`config.mk`:
```
export PLATFORM = sky130hd
export DESIGN_NAME = seq_divider_4_flat
export DESIGN_NICKNAME = d
export VERILOG_FILES = /design/src/rtl/seq_divider_4_if.sv /design/src/rtl/seq_divider_4.sv /design/src/flat_wrapper.sv
export SDC_FILE = /design/constraint.sdc
export NUM_CORES = 1
export LEC_CHECK = 0
export BUFFER_PORTS_ARGS = -buffer_cell sky130_fd_sc_hd__buf_2
export CORE_ASPECT_RATIO = 0.9
export CORE_MARGIN = 3
export CORE_UTILIZATION = 55
export CTS_CLUSTER_SIZE = 30
export DETAILED_ROUTE_END_ITERATION = 7
export PLACE_DENSITY_LB_ADDON = 0.3
export SYNTH_ARGS = -nofsm -noshare
export SYNTH_HDL_FRONTEND = slang
export SYNTH_SLANG_ARGS = --single-unit
```
`constraint.sdc`:
```
create_clock -name clk -period 3.08 [get_ports clk]
set_clock_uncertainty 0.2 [all_clocks]
set_input_delay 0.924 -clock clk [delete_from_list [all_inputs] [get_ports clk]]
set_output_delay 0.924 -clock clk [all_outputs]
set_load 0.02 [all_outputs]
```
`src/rtl/seq_divider_4_if.sv`:
```
// ---------------------------------------------------------------------------
// seq_divider_4_if
// Start/ready/done handshake bundle between the ALU control (master) and the
// multi-cycle divider (slave).
//
// Optional feature macro: DIV_ZERO_FLAG_EN adds the dbz flag to the bundle.
//
// Signals:
//   start      master -> slave  request, sampled only while ready=1
//   dividend   master -> slave  WIDTH-bit unsigned dividend
//   divisor    master -> slave  WIDTH-bit unsigned divisor
//   ready      slave -> master  idle, can accept start
//   done       slave -> master  one-cycle pulse when results become valid
//   quotient   slave -> master  WIDTH-bit quotient, held until next result
//   remainder  slave -> master  WIDTH-bit remainder, held until next result
//   dbz        slave -> master  divide-by-zero flag (DIV_ZERO_FLAG_EN only)
// ---------------------------------------------------------------------------
interface seq_divider_4_if #(
   parameter int WIDTH = 4
);
   logic             start;
   logic [WIDTH-1:0] dividend;
   logic [WIDTH-1:0] divisor;
   logic             ready;
   logic             done;
   logic [WIDTH-1:0] quotient;
   logic [WIDTH-1:0] remainder;
`ifdef DIV_ZERO_FLAG_EN
   logic             dbz;

   modport master (output start, dividend, divisor,
                   input  ready, done, quotient, remainder, dbz);
   modport slave  (input  start, dividend, divisor,
                   output ready, done, quotient, remainder, dbz);
`else
   modport master (output start, dividend, divisor,
                   input  ready, done, quotient, remainder);
   modport slave  (input  start, dividend, divisor,
                   output ready, done, quotient, remainder);
`endif
endinterface

```
`src/rtl/seq_divider_4.sv`:
```
// ---------------------------------------------------------------------------
// seq_divider_4
// Multi-cycle unsigned restoring divider. One quotient bit is produced per
// clock by a shift-and-trial-subtract step; a WIDTH-bit division takes
// WIDTH+1 edges from the accept edge to the done pulse.
//
// Optional feature macro: DIV_ZERO_FLAG_EN
//   defined   : divisor 0 finishes one edge after accept with quotient=all
//               ones, remainder=dividend and dbz=1.
//   undefined : divisor 0 runs the normal algorithm (same results, full
//               latency), no dbz flag.
//
// Ports:
//   clk    rising-edge clock
//   rst_n  asynchronous active-low reset
//   bus    seq_divider_4_if.slave (start/dividend/divisor in,
//          ready/done/quotient/remainder[/dbz] out, all outputs registered)
// ---------------------------------------------------------------------------
module seq_divider_4 #(
   parameter int WIDTH = 4   // legal range 2..16
) (
   input  logic           clk,
   input  logic           rst_n,
   seq_divider_4_if.slave bus
);

   localparam int CW = $clog2(WIDTH + 1);

   typedef enum logic {
      IDLE,
      RUN
   } state_t;

   state_t           state;
   logic [CW-1:0]    cnt;       // iterations still to run
   logic [WIDTH-1:0] r_reg;     // partial remainder
   logic [WIDTH-1:0] q_reg;     // dividend shifting out / quotient shifting in
   logic [WIDTH-1:0] dvsr;      // divisor latched at accept
`ifdef DIV_ZERO_FLAG_EN
   logic             zero_op;   // current operation has divisor 0
`endif

   // One iteration step, evaluated from the current working registers.
   logic [WIDTH:0]   r_shift;
   logic [WIDTH:0]   trial;
   logic             borrow;
   logic [WIDTH-1:0] r_next;
   logic [WIDTH-1:0] q_next;

   // NOTE: every always_comb output gets a value on every path, so no latch
   // can be inferred.
   always_comb begin
      // The bit shifted out of r_reg stays as the extra MSB so a partial
      // remainder of up to 2*divisor-1 is compared correctly.
      r_shift = {r_reg, q_reg[WIDTH-1]};
      // Two's-complement subtraction; MSB set means R' < divisor (borrow).
      trial   = r_shift + ~{1'b0, dvsr} + (WIDTH + 1)'(1);
      borrow  = trial[WIDTH];
      r_next  = borrow ? r_shift[WIDTH-1:0] : trial[WIDTH-1:0];
      q_next  = {q_reg[WIDTH-2:0], ~borrow};
   end

   // NOTE: sequential state uses non-blocking assignments only, so every
   // right-hand side reads the pre-edge value of the registers.
   always_ff @(posedge clk or negedge rst_n) begin
      if (!rst_n) begin
         // NOTE: the working registers are reset along with the outputs;
         // they are plain flops, not a memory, so this costs nothing extra.
         state         <= IDLE;
         cnt           <= '0;
         r_reg         <= '0;
         q_reg         <= '0;
         dvsr          <= '0;
         bus.ready     <= 1'b1;
         bus.done      <= 1'b0;
         bus.quotient  <= '0;
         bus.remainder <= '0;
`ifdef DIV_ZERO_FLAG_EN
         zero_op       <= 1'b0;
         bus.dbz       <= 1'b0;
`endif
      end else begin
         bus.done <= 1'b0;   // pulse: only the final edge raises it
         unique case (state)
            IDLE: begin
               if (bus.start) begin
                  dvsr      <= bus.divisor;
                  r_reg     <= '0;
                  q_reg     <= bus.dividend;
                  state     <= RUN;
                  bus.ready <= 1'b0;
`ifdef DIV_ZERO_FLAG_EN
                  bus.dbz   <= 1'b0;
                  zero_op   <= (bus.divisor == '0);
                  // Divide by zero needs no iterations, only the result edge.
                  cnt       <= (bus.divisor == '0) ? CW'(1) : CW'(WIDTH);
`else
                  cnt       <= CW'(WIDTH);
`endif
               end
            end

            RUN: begin
               r_reg <= r_next;
               q_reg <= q_next;
               cnt   <= cnt - CW'(1);
               if (cnt == CW'(1)) begin
                  state         <= IDLE;
                  bus.ready     <= 1'b1;
                  bus.done      <= 1'b1;
`ifdef DIV_ZERO_FLAG_EN
                  if (zero_op) begin
                     // q_reg still holds the untouched dividend here.
                     bus.quotient  <= '1;
                     bus.remainder <= q_reg;
                     bus.dbz       <= 1'b1;
                  end else begin
                     bus.quotient  <= q_next;
                     bus.remainder <= r_next;
                  end
`else
                  bus.quotient  <= q_next;
                  bus.remainder <= r_next;
`endif
               end
            end

            default: state <= IDLE;
         endcase
      end
   end

endmodule
```
`src/flat_wrapper.sv`:
```
// flat-port wrapper written by rule: the top's interface ports become plain ports
module seq_divider_4_flat 
#(
   parameter int WIDTH = 4                       
)
  (clk, rst_n, bus_start, bus_dividend, bus_divisor, bus_ready, bus_done, bus_quotient, bus_remainder);
  seq_divider_4_if #(.WIDTH(WIDTH)) bus_i ();
  input  logic clk;
  input  logic rst_n;
  input wire logic [$bits(bus_i.start)-1:0] bus_start;
  input wire logic [$bits(bus_i.dividend)-1:0] bus_dividend;
  input wire logic [$bits(bus_i.divisor)-1:0] bus_divisor;
  output wire logic [$bits(bus_i.ready)-1:0] bus_ready;
  output wire logic [$bits(bus_i.done)-1:0] bus_done;
  output wire logic [$bits(bus_i.quotient)-1:0] bus_quotient;
  output wire logic [$bits(bus_i.remainder)-1:0] bus_remainder;
  assign bus_i.start = bus_start;
  assign bus_i.dividend = bus_dividend;
  assign bus_i.divisor = bus_divisor;
  assign bus_ready = bus_i.ready;
  assign bus_done = bus_i.done;
  assign bus_quotient = bus_i.quotient;
  assign bus_remainder = bus_i.remainder;
  seq_divider_4 #(.WIDTH(WIDTH)) u_core (.clk(clk), .rst_n(rst_n), .bus(bus_i));
endmodule
```
# After elaboration in Yosys (flattened, before gate mapping)
# Cells that the tools add are included.
[word_totals] register_bits=26 out_inout_bits=10 word_cells=36 input_bits=11
[classes] n_mux=15 n_reduce_logical=3 eq_ne=3 n_bitwise=3 n_addsub=3
[op_table] cell="$pmux W4 S2" count=2
[op_table] cell="$mux W4" count=3
[op_table] cell="$mux W1" count=6
[op_table] cell="$pmux W3 S2" count=1
[op_table] cell="$reduce_and A2 Y1" count=3
[op_table] cell="$add A5 B1 Y5 const B" count=1
[op_table] cell="$add A5 B5 Y5" count=1
[op_table] cell="$not A4 Y5" count=1
[op_table] cell="$ne A2 B2 Y1 const B" count=2
[op_table] cell="$pmux W1 S2" count=2
[op_table] cell="$eq A3 B1 Y1 const B" count=1
[op_table] cell="$mux W3" count=1
[op_table] cell="$sub A3 B1 Y3 const B" count=1
[op_table] cell="$not A1 Y1" count=2

# Depth between registers and ports, before layout
# Gate-level depths: netlist (run 1).
[depth] depth_word=5 depth_mapped=9

# Worst setup path after synthesis (run 1)
# No wires, ideal clock.
[synth_timing] path_type="reg2reg" from="register u_core.q_reg[3]" to="register u_core.bus.remainder[3]" t_required_ps=2806 stages_incl_launch_ff=10 slack_ps=855 synth_period_minus_slack_ps=2225 arrival_time_ps=1951 cell_sequence="dfrtp_1 > inv_1 > ha_1 > inv_1 > fa_1 > a211o_1 > a21o_1 > buf_6 > o311a_1 > o21ai_2"
[synth_via] elab_chain_len=3
[synth_lines] element="start, declared" line="seq_divider_4.sv:37" rtl="logic [WIDTH-1:0] q_reg;"
[synth_lines] element="start signal, assigned" line="seq_divider_4.sv:89" rtl="q_reg <= bus.dividend;"
[synth_lines] element="start signal, assigned" line="seq_divider_4.sv:105" rtl="q_reg <= q_next;"
[synth_lines] element="$add A5 B5 Y5" line="seq_divider_4.sv:57" rtl="trial = r_shift + ~{1'b0, dvsr} + (WIDTH + 1)'(1);"
[synth_lines] element="$add A5 B1 Y5" line="seq_divider_4.sv:57"
[synth_lines] element="$mux W4" line="seq_divider_4.sv:59" rtl="r_next = borrow ? r_shift[WIDTH-1:0] : trial[WIDTH-1:0];"
[synth_lines] element="end signal, assigned" line="seq_divider_4.sv:123" rtl="bus.remainder <= r_next;"
[synth_lines] element="end, declared" line="seq_divider_4_if.sv:39" rtl="output ready, done, quotient, remainder);"
# No other way between the ends.
# A chain may end at the register's enable or synchronous reset.

# Worst setup path in the final report (run 1)
[layout_timing] from="register u_core.q_reg[3]" to="register u_core.r_reg[2]"
[layout_via] elab_chain_len=4
[layout_lines] element="$add A5 B5 Y5" line="seq_divider_4.sv:57"
[layout_lines] element="$add A5 B1 Y5" line="seq_divider_4.sv:57"
[layout_lines] element="$mux W4" line="seq_divider_4.sv:59"
[layout_lines] element="$pmux W4 S2" line="seq_divider_4.sv:84" rtl="unique case (state)"
[layout_lines] element="end signal, assigned" line="seq_divider_4.sv:104" rtl="r_reg <= r_next;"
[layout_lines] element="end, declared" line="seq_divider_4.sv:36" rtl="logic [WIDTH-1:0] r_reg;"
# No other way between the ends.

==> reports/qor.csv, run 1 <==
metric;value;unit
startpoint_type;flip-flop;
num_vias;1004;
cp_slowest_cell;dfrtp_1;
clock-sinks;26;
grt_first_pass_wirelength;4260;µm
cp_common_cell;inv_1;
synth_top_family_by_area;compound AO/OA/AOI/OAI gates;
cap_violations;0;
nets;174;
die_y;52.3;µm
synth_top_cell_by_area;dfrtp_1;
async_flop_share;1.00;
max_stage_delay;0.44;ns
antenna_left;0;
finalSetupViolations;0;
cellPowerDensity;1260;mW/mm²
synthSimpleGateAreaFrac;0.153;
synthAdderAreaFrac;0.0727;
ys_ff_latch;26;
netlist.area_leader.share;0.478;
cp.arrival;2.46;ns
placementRows;16;
final-seq-area;652;µm²
p_int;994;µW
drc;0;
cts.repair.resized;0;
post_cts.repair.setup_buffers;0;
rsz0062_at_grt;no;
drt-pass1-iter-count;4;
synth_compound_area_frac;0.157;
cts_buffer_depth;2;
power_switching;843;µW
r2r_slack;0.63;ns
seq_area_frac_synth;0.499;
final.period_utilization;0.795;
max_freq;408;MHz
multiInputGateArea;578;µm²
min_period;2.45;ns
core;0.00222;mm²
critPathMaxFanout;6;
portBuffers;20;
grt_pass1_vias;948;
via_per_inst;5.52;
place.gp.congestion;0.922;
syn_nets;152;
cts_made_buffers;3;
hold_ws;0.281;ns
crit_type;reg -> reg;
fin_cells;182;
crit_family;simple AND/OR/NAND/NOR gates;
power.leakage;0.000725;µW
htree_levels;1;
dpl.cell_count;178;
status;complete, no violations;
syn_area;0.00131;mm²
initialDrtViolationCount;23;
crit_required;3.09;ns
synthTopCellsByCount;dfrtp_1, nand2_1, inv_1;
ys.flop_type;dfrtp_1;
path_clk_slew;0.14;ns
yosys.cell_count.top_type;dfrtp_1;
synth_cells;134;
tns;0;ns
switching_share;0.459;
synth_cell_types;36;
crit_chain;inv_1 -> ha_1 -> inv_1 -> fa_1 -> a211o_1 -> and2_0 -> nor3_1 -> o32ai_1;
io_pins;21;
reg2reg_depth;8;
hold_viol_final;0;
hold_path_class;reg -> reg;
syn2layout_area_growth;11.5;%
worstHoldPathCells;2;
die_w;57.4;µm
crit_buf_inv;2;
grt_overflow;0;
grt_usage;0.187;
insertion_delay;0.32;ns
reg2reg_from;u_core.q_reg[3]$_DFFE_PN0P_;
syn_avg_cell_area;9.76;µm²
ir_drop;0.714;mV
antenna_found_initial;0;
wire_per_inst;14.0;µm
slew_headroom;0.630;
hpwl;1890;µm
synth_warnings;0;
synthMuxAreaShare;0.0392;
antenna_cells;0;
fillers;191;
maxSlewViolCount;0;
synth_area_leaders;dfrtp_1, nand2_1, ha_1;
grt_max_degree;27;
pwr-share-seq;0.345;
combinationalPowerShare;0.575;
synth_xor_area_frac;0.0201;
cts-hold-fix-buffers;0;
cts_root_buf;clkbuf_4;
wl;2540;µm
tightest_slew;0.555;ns
worstHoldStart;u_core.bus.quotient[1]$_DFFE_PN0P_;
hold_end;u_core.bus.quotient[1]$_DFFE_PN0P_;
crit_path_end_kind;flip-flop;
floorplan.initialDensity;0.588;
layout-drive-gt1-share;0.200;
r2r-end;u_core.r_reg[2]$_DFFE_PN0P_;
pwr-share-clk;0.080;
die-area;0.00300;mm²
synth_edf_count;0;
cts_tree;yes;
==> tightest hold or removal path, stage by stage (launching register included) <==
cell and delay [ns]:
dfrtp_1 0.36, nand2_1 0.05, nand2_1 0.05
==> cell families after synthesis <==
family	count (synthesis)
AO/OA/AOI/OAI	31
XOR/XNOR	3
adder cells (fa/ha/maj)	7
buffers and inverters	18
flip-flops	26
multiplexers	5
AND/OR/NAND/NOR	44
==> area by class of cell <==
cell class,instances,area share
Clock buffer,4,0.0180
Inverter,12,0.0309
Multi-Input combinational cell,90,0.397
Sequential cell,26,0.447
Tap cell,27,0.0232
Timing Repair Buffer,23,0.0841
==> power groups by stage <==
stage / combinational (µW) / sequential [µW] / clock [µW]
floorplan: 754 / 695 / 0
global placement: 1010 / 634 / 0
detailed placement: 1050 / 641 / 0
CTS: 1060 / 634 / 154
global route: 1180 / 659 / 168
finish: 1060 / 633 / 147
==> cells in the final DEF, fill, tap and decap left out, types with 2 or more instances in the layout <==
cell type	instances
o21ai_0	11
buf_2	20
or2_2	2
xnor2_1	2
nand4_1	3
nand3b_1	2
o211ai_1	3
a31oi_1	2
ha_1	6
nor2_1	4
dfrtp_1	25
nand3_1	5
mux2i_1	4
inv_1	12
nand2_1	24
clkbuf_4	3
a21oi_1	3
buf_4	3
a32oi_1	3
==> layer usage <==
layer,vias up,routed length [µm],GRT usage
li1,511,-,-
met1,469,1240,0.247
met2,20,1160,0.301
met3,4,102,0.0493
met4,0,29,0.0618
met5,-,0,0
==> per-stage QoR <==
step	area (µm²)	total power [µW]	util	setup slack, ns
global placement	1430	1650	0.644	0.793
detailed placement	1430	1690	0.644	0.675
floorplan	1310	1450	-	0.855
finish	1460	1840	0.656	0.632
CTS	1460	1850	0.656	0.641
global route	1460	2000	0.656	0.457
==> worst max path at each step <==
stage                           startpoint  slack [ns]  depth (start not counted)                                  end
3_3_place_gp   u_core.q_reg[3]$_DFFE_PN0P_        0.79                          8          u_core.r_reg[2]$_DFFE_PN0P_
2_1_floorplan  u_core.q_reg[3]$_DFFE_PN0P_        0.85                          9  u_core.bus.remainder[3]$_DFFE_PN0P_
4_1_cts        u_core.q_reg[3]$_DFFE_PN0P_        0.64                          8          u_core.r_reg[2]$_DFFE_PN0P_
6_report       u_core.q_reg[3]$_DFFE_PN0P_        0.63                          8          u_core.r_reg[2]$_DFFE_PN0P_
5_1_grt        u_core.q_reg[3]$_DFFE_PN0P_        0.46                          8          u_core.r_reg[2]$_DFFE_PN0P_
3_5_place_dp   u_core.q_reg[3]$_DFFE_PN0P_        0.68                          8          u_core.r_reg[2]$_DFFE_PN0P_
(Power assumes the default switching activity.)
==> run 2: changes to the inputs <==
--- a/config.mk
+++ b/config.mk
@@ -5,6 +5,7 @@
 export SDC_FILE = /design/constraint.sdc
 export NUM_CORES = 1
 export LEC_CHECK = 0
+export ABC_AREA = 1
 export BUFFER_PORTS_ARGS = -buffer_cell sky130_fd_sc_hd__buf_2
 export CORE_ASPECT_RATIO = 0.9
 export CORE_MARGIN = 3
==> constraint.sdc (replaced) <==
create_clock -name clk -period 2.5 [get_ports clk]
set_clock_uncertainty 0.2 [all_clocks]
set_input_delay 0.75 -clock clk [delete_from_list [all_inputs] [get_ports clk]]
set_output_delay 0.75 -clock clk [all_outputs]
set_load 0.02 [all_outputs]
==> reports/qor.csv, run 2 <==
metric;value;unit;change
pwr-share-clk;0.115;;+0.035
ys.flop_type;dfrtp_1;;
tns;0;ns;unchanged
synth_cell_types;28;;-22%
synth_area_leaders;dfrtp_1, nand2_1, ha_1;;
path_clk_slew;0.14;ns;about the same
ir_drop;1.07;mV;+50%
maxSlewViolCount;0;;unchanged
via_per_inst;5.17;;-6.2%
syn_nets;164;;+7.9%
antenna_cells;0;;unchanged
die_w;57.4;µm;about the same
dr_wl_met2;1150;µm;-0.86%
slew_headroom;0.631;;+0.00117
met1Wirelength;1160;µm;-6.4%
fillers;189;;-1.0%
place.gp.congestion;0.888;;-3.6%
startpoint_type;flip-flop;;
syn_area;0.00131;mm²;+0.19%
power_switching;1130;µW;+34%
routed-wl-met3;131;µm;+28%
crit_required;2.51;ns;-0.58 ns
num_vias;1009;;+0.50%
die-area;0.00300;mm²;+0.17%
synth_warnings;0;;unchanged
syn_avg_cell_area;8.97;µm²;-8.0%
placementRows;16;;unchanged
power.leakage;0.000785;µW;+8.3%
switching_share;0.463;;+0.00455
status;complete, no violations;;
grt_max_degree;27;;unchanged
die_y;52.3;µm;about the same
antenna_left;0;;unchanged
hold_viol_final;0;;unchanged
pwr-share-seq;0.325;;-0.020
cts_made_buffers;3;;unchanged
synthTopCellsByCount;nand2_1, dfrtp_1, inv_1;;
tightest_slew;0.553;ns;-0.00176 ns
hpwl;1920;µm;+1.4%
placed_area;0.00143;mm²;-0.44%
cts_tree;yes;;
p_int;1310;µW;+31%
core;0.00222;mm²;unchanged
place_ws;0.450;ns;-0.225 ns
min_period;2.08;ns;-0.364 ns
crit_path_end_kind;flip-flop;;
netlist.area_leader.share;0.478;;-0.000914
clock-sinks;26;;unchanged
synth_cells;146;;+9.0%
wl;2460;µm;-3.0%
cellPowerDensity;1650;mW/mm²;+31%
cts.repair.resized;0;;unchanged
synth_top_cell_by_area;dfrtp_1;;
syn2layout_area_growth;12.8;%;
combinationalPowerShare;0.560;;-0.015
dpl.cell_count;191;;+7.3%
synth_edf_count;0;;unchanged
ys_ff_latch;26;;unchanged
insertion_delay;0.32;ns;about the same
layout-drive-gt1-share;0.226;;+0.0262
cp.arrival;2.10;ns;-0.36 ns
reg2reg_depth;10;;+2
htree_levels;1;;unchanged
design_area;0.00148;mm²;+1.4%
final.period_utilization;0.834;;+0.0388
nets;187;;+7.5%
hold_path_class;in -> async;;
drt-pass1-iter-count;4;;unchanged
max_freq;480;MHz;+17%
mostFrequentLayoutCell;nand2_1;;
yosys.cell_count.top_type;nand2_1;;
rsz0062_at_grt;no;;
cts-hold-fix-buffers;0;;unchanged
grt_usage;0.185;;-0.00209
initialDrtViolationCount;41;;+78%
floorplan.initialDensity;0.590;;+0.00113
antenna_found_initial;0;;unchanged
grt_pass1_vias;984;;+3.8%
wire_per_inst;12.6;µm;-9.5%
post_cts.repair.setup_buffers;0;;unchanged
portBuffers;20;;unchanged
cts_buffer_depth;2;;unchanged
cts_root_buf;clkbuf_4;;
seq_area_frac_synth;0.498;;-0.000952
async_flop_share;1.00;;unchanged
layout_common_cells;nand2_1, dfrtp_1, buf_2;;
drc;0;;unchanged
maxUsedRoutingLayer;met4;;
io_pins;21;;unchanged
grt_first_pass_wirelength;4250;µm;-0.33%
finalSetupViolations;0;;unchanged
fin_cells;195;;+7.1%
crit_type;reg -> reg;;
setup_ws;0.416;ns;-0.216 ns
cap_violations;0;;unchanged
critPathMaxFanout;6;;unchanged
grt_overflow;0;;unchanged
==> run 2: cell types whose count changed in the layout (fill, tap and decap cells not counted), sizes merged, moves of 3 or more <==
cell	previous run	this run
a32oi	3	0
buf	23	20
inv	12	17
mux2i	4	0
nand2	24	54
nand3	5	14
nand4	3	0
o21ai	12	8
==> run 2: worst max-delay path, stage by stage (launching register included) <==
cell	delay (ns)
dfrtp_1	0.39
inv_1	0.10
ha_1	0.16
inv_1	0.08
fa_1	0.45
nand3_1	0.13
nand3_2	0.16
nand2_4	0.13
nand2_1	0.07
nand3_1	0.07
nand2_1	0.06
==> run 2: final cells by class <==
cell class / count / area (µm²) / share of cell area
Inverter: 17 / 63.8 / 0.0432
Tap cell: 27 / 33.8 / 0.0229
Sequential cell: 26 / 652 / 0.441
Clock inverter: 1 / 30.0 / 0.0203
Multi-Input combinational cell: 101 / 576 / 0.389
Timing Repair Buffer: 20 / 100 / 0.0677
Clock buffer: 3 / 22.5 / 0.0152
==> run 2: kinds of logic (layout without fill, tap and decap cells) <==
group	Yosys count	in the layout	synth area share
AO/OA/AOI/OAI	16	16	0.0716
XOR/XNOR	1	1	0.00669
adder cells (fa/ha/maj)	7	7	0.0726
buffers and inverters	19	41	0.0630
flip-flops	26	26	0.498
AND/OR/NAND/NOR	77	77	0.288
==> run 2: metal layers <==
metal,global-route usage,vias to the layer above
met5,0,-
met4,0.0425,0
met3,0.0468,2
met2,0.308,23
met1,0.243,475
li1,-,509
==> run 2: path summary, 6_finish.rpt <==
| check | from | to | slack, ns |
|---|---|---|---|
| setup / recovery | u_core.q_reg[3]$_DFFE_PN0P_ | u_core.r_reg[0]$_DFFE_PN0P_ | 0.42 |
| hold / removal | rst_n | u_core.r_reg[2]$_DFFE_PN0P_ | 0.20 |
| setup reg to reg | u_core.q_reg[3]$_DFFE_PN0P_ | u_core.r_reg[0]$_DFFE_PN0P_ | 0.42 |
| hold reg to reg | u_core.bus.ready$_DFFE_PN1P_ | u_core.bus.ready$_DFFE_PN1P_ | 0.28 |
| max in group asynchronous | rst_n | u_core.dvsr[0]$_DFFE_PN0P_ | 1.53 |
| min in group clk | u_core.bus.ready$_DFFE_PN1P_ | u_core.bus.ready$_DFFE_PN1P_ | 0.28 |
==> run 2: metrics by stage <==
stage	utilization	hold slack (ns)	total power, µW
after floorplan	-	0.254	1850
after global placement	0.641	0.250	2090
after detailed placement	0.641	0.253	2160
after CTS	0.665	0.210	2450
after global routing	0.665	0.213	2660
final	0.665	0.195	2440
==> run 2: power by group through the flow <==
stage,Combinational [µW],Clock [µW],Sequential (µW)
after floorplan,1010,0,836
after global placement,1300,0,786
after detailed placement,1360,0,797
after CTS,1370,289,789
after global routing,1540,305,817
final,1360,280,791
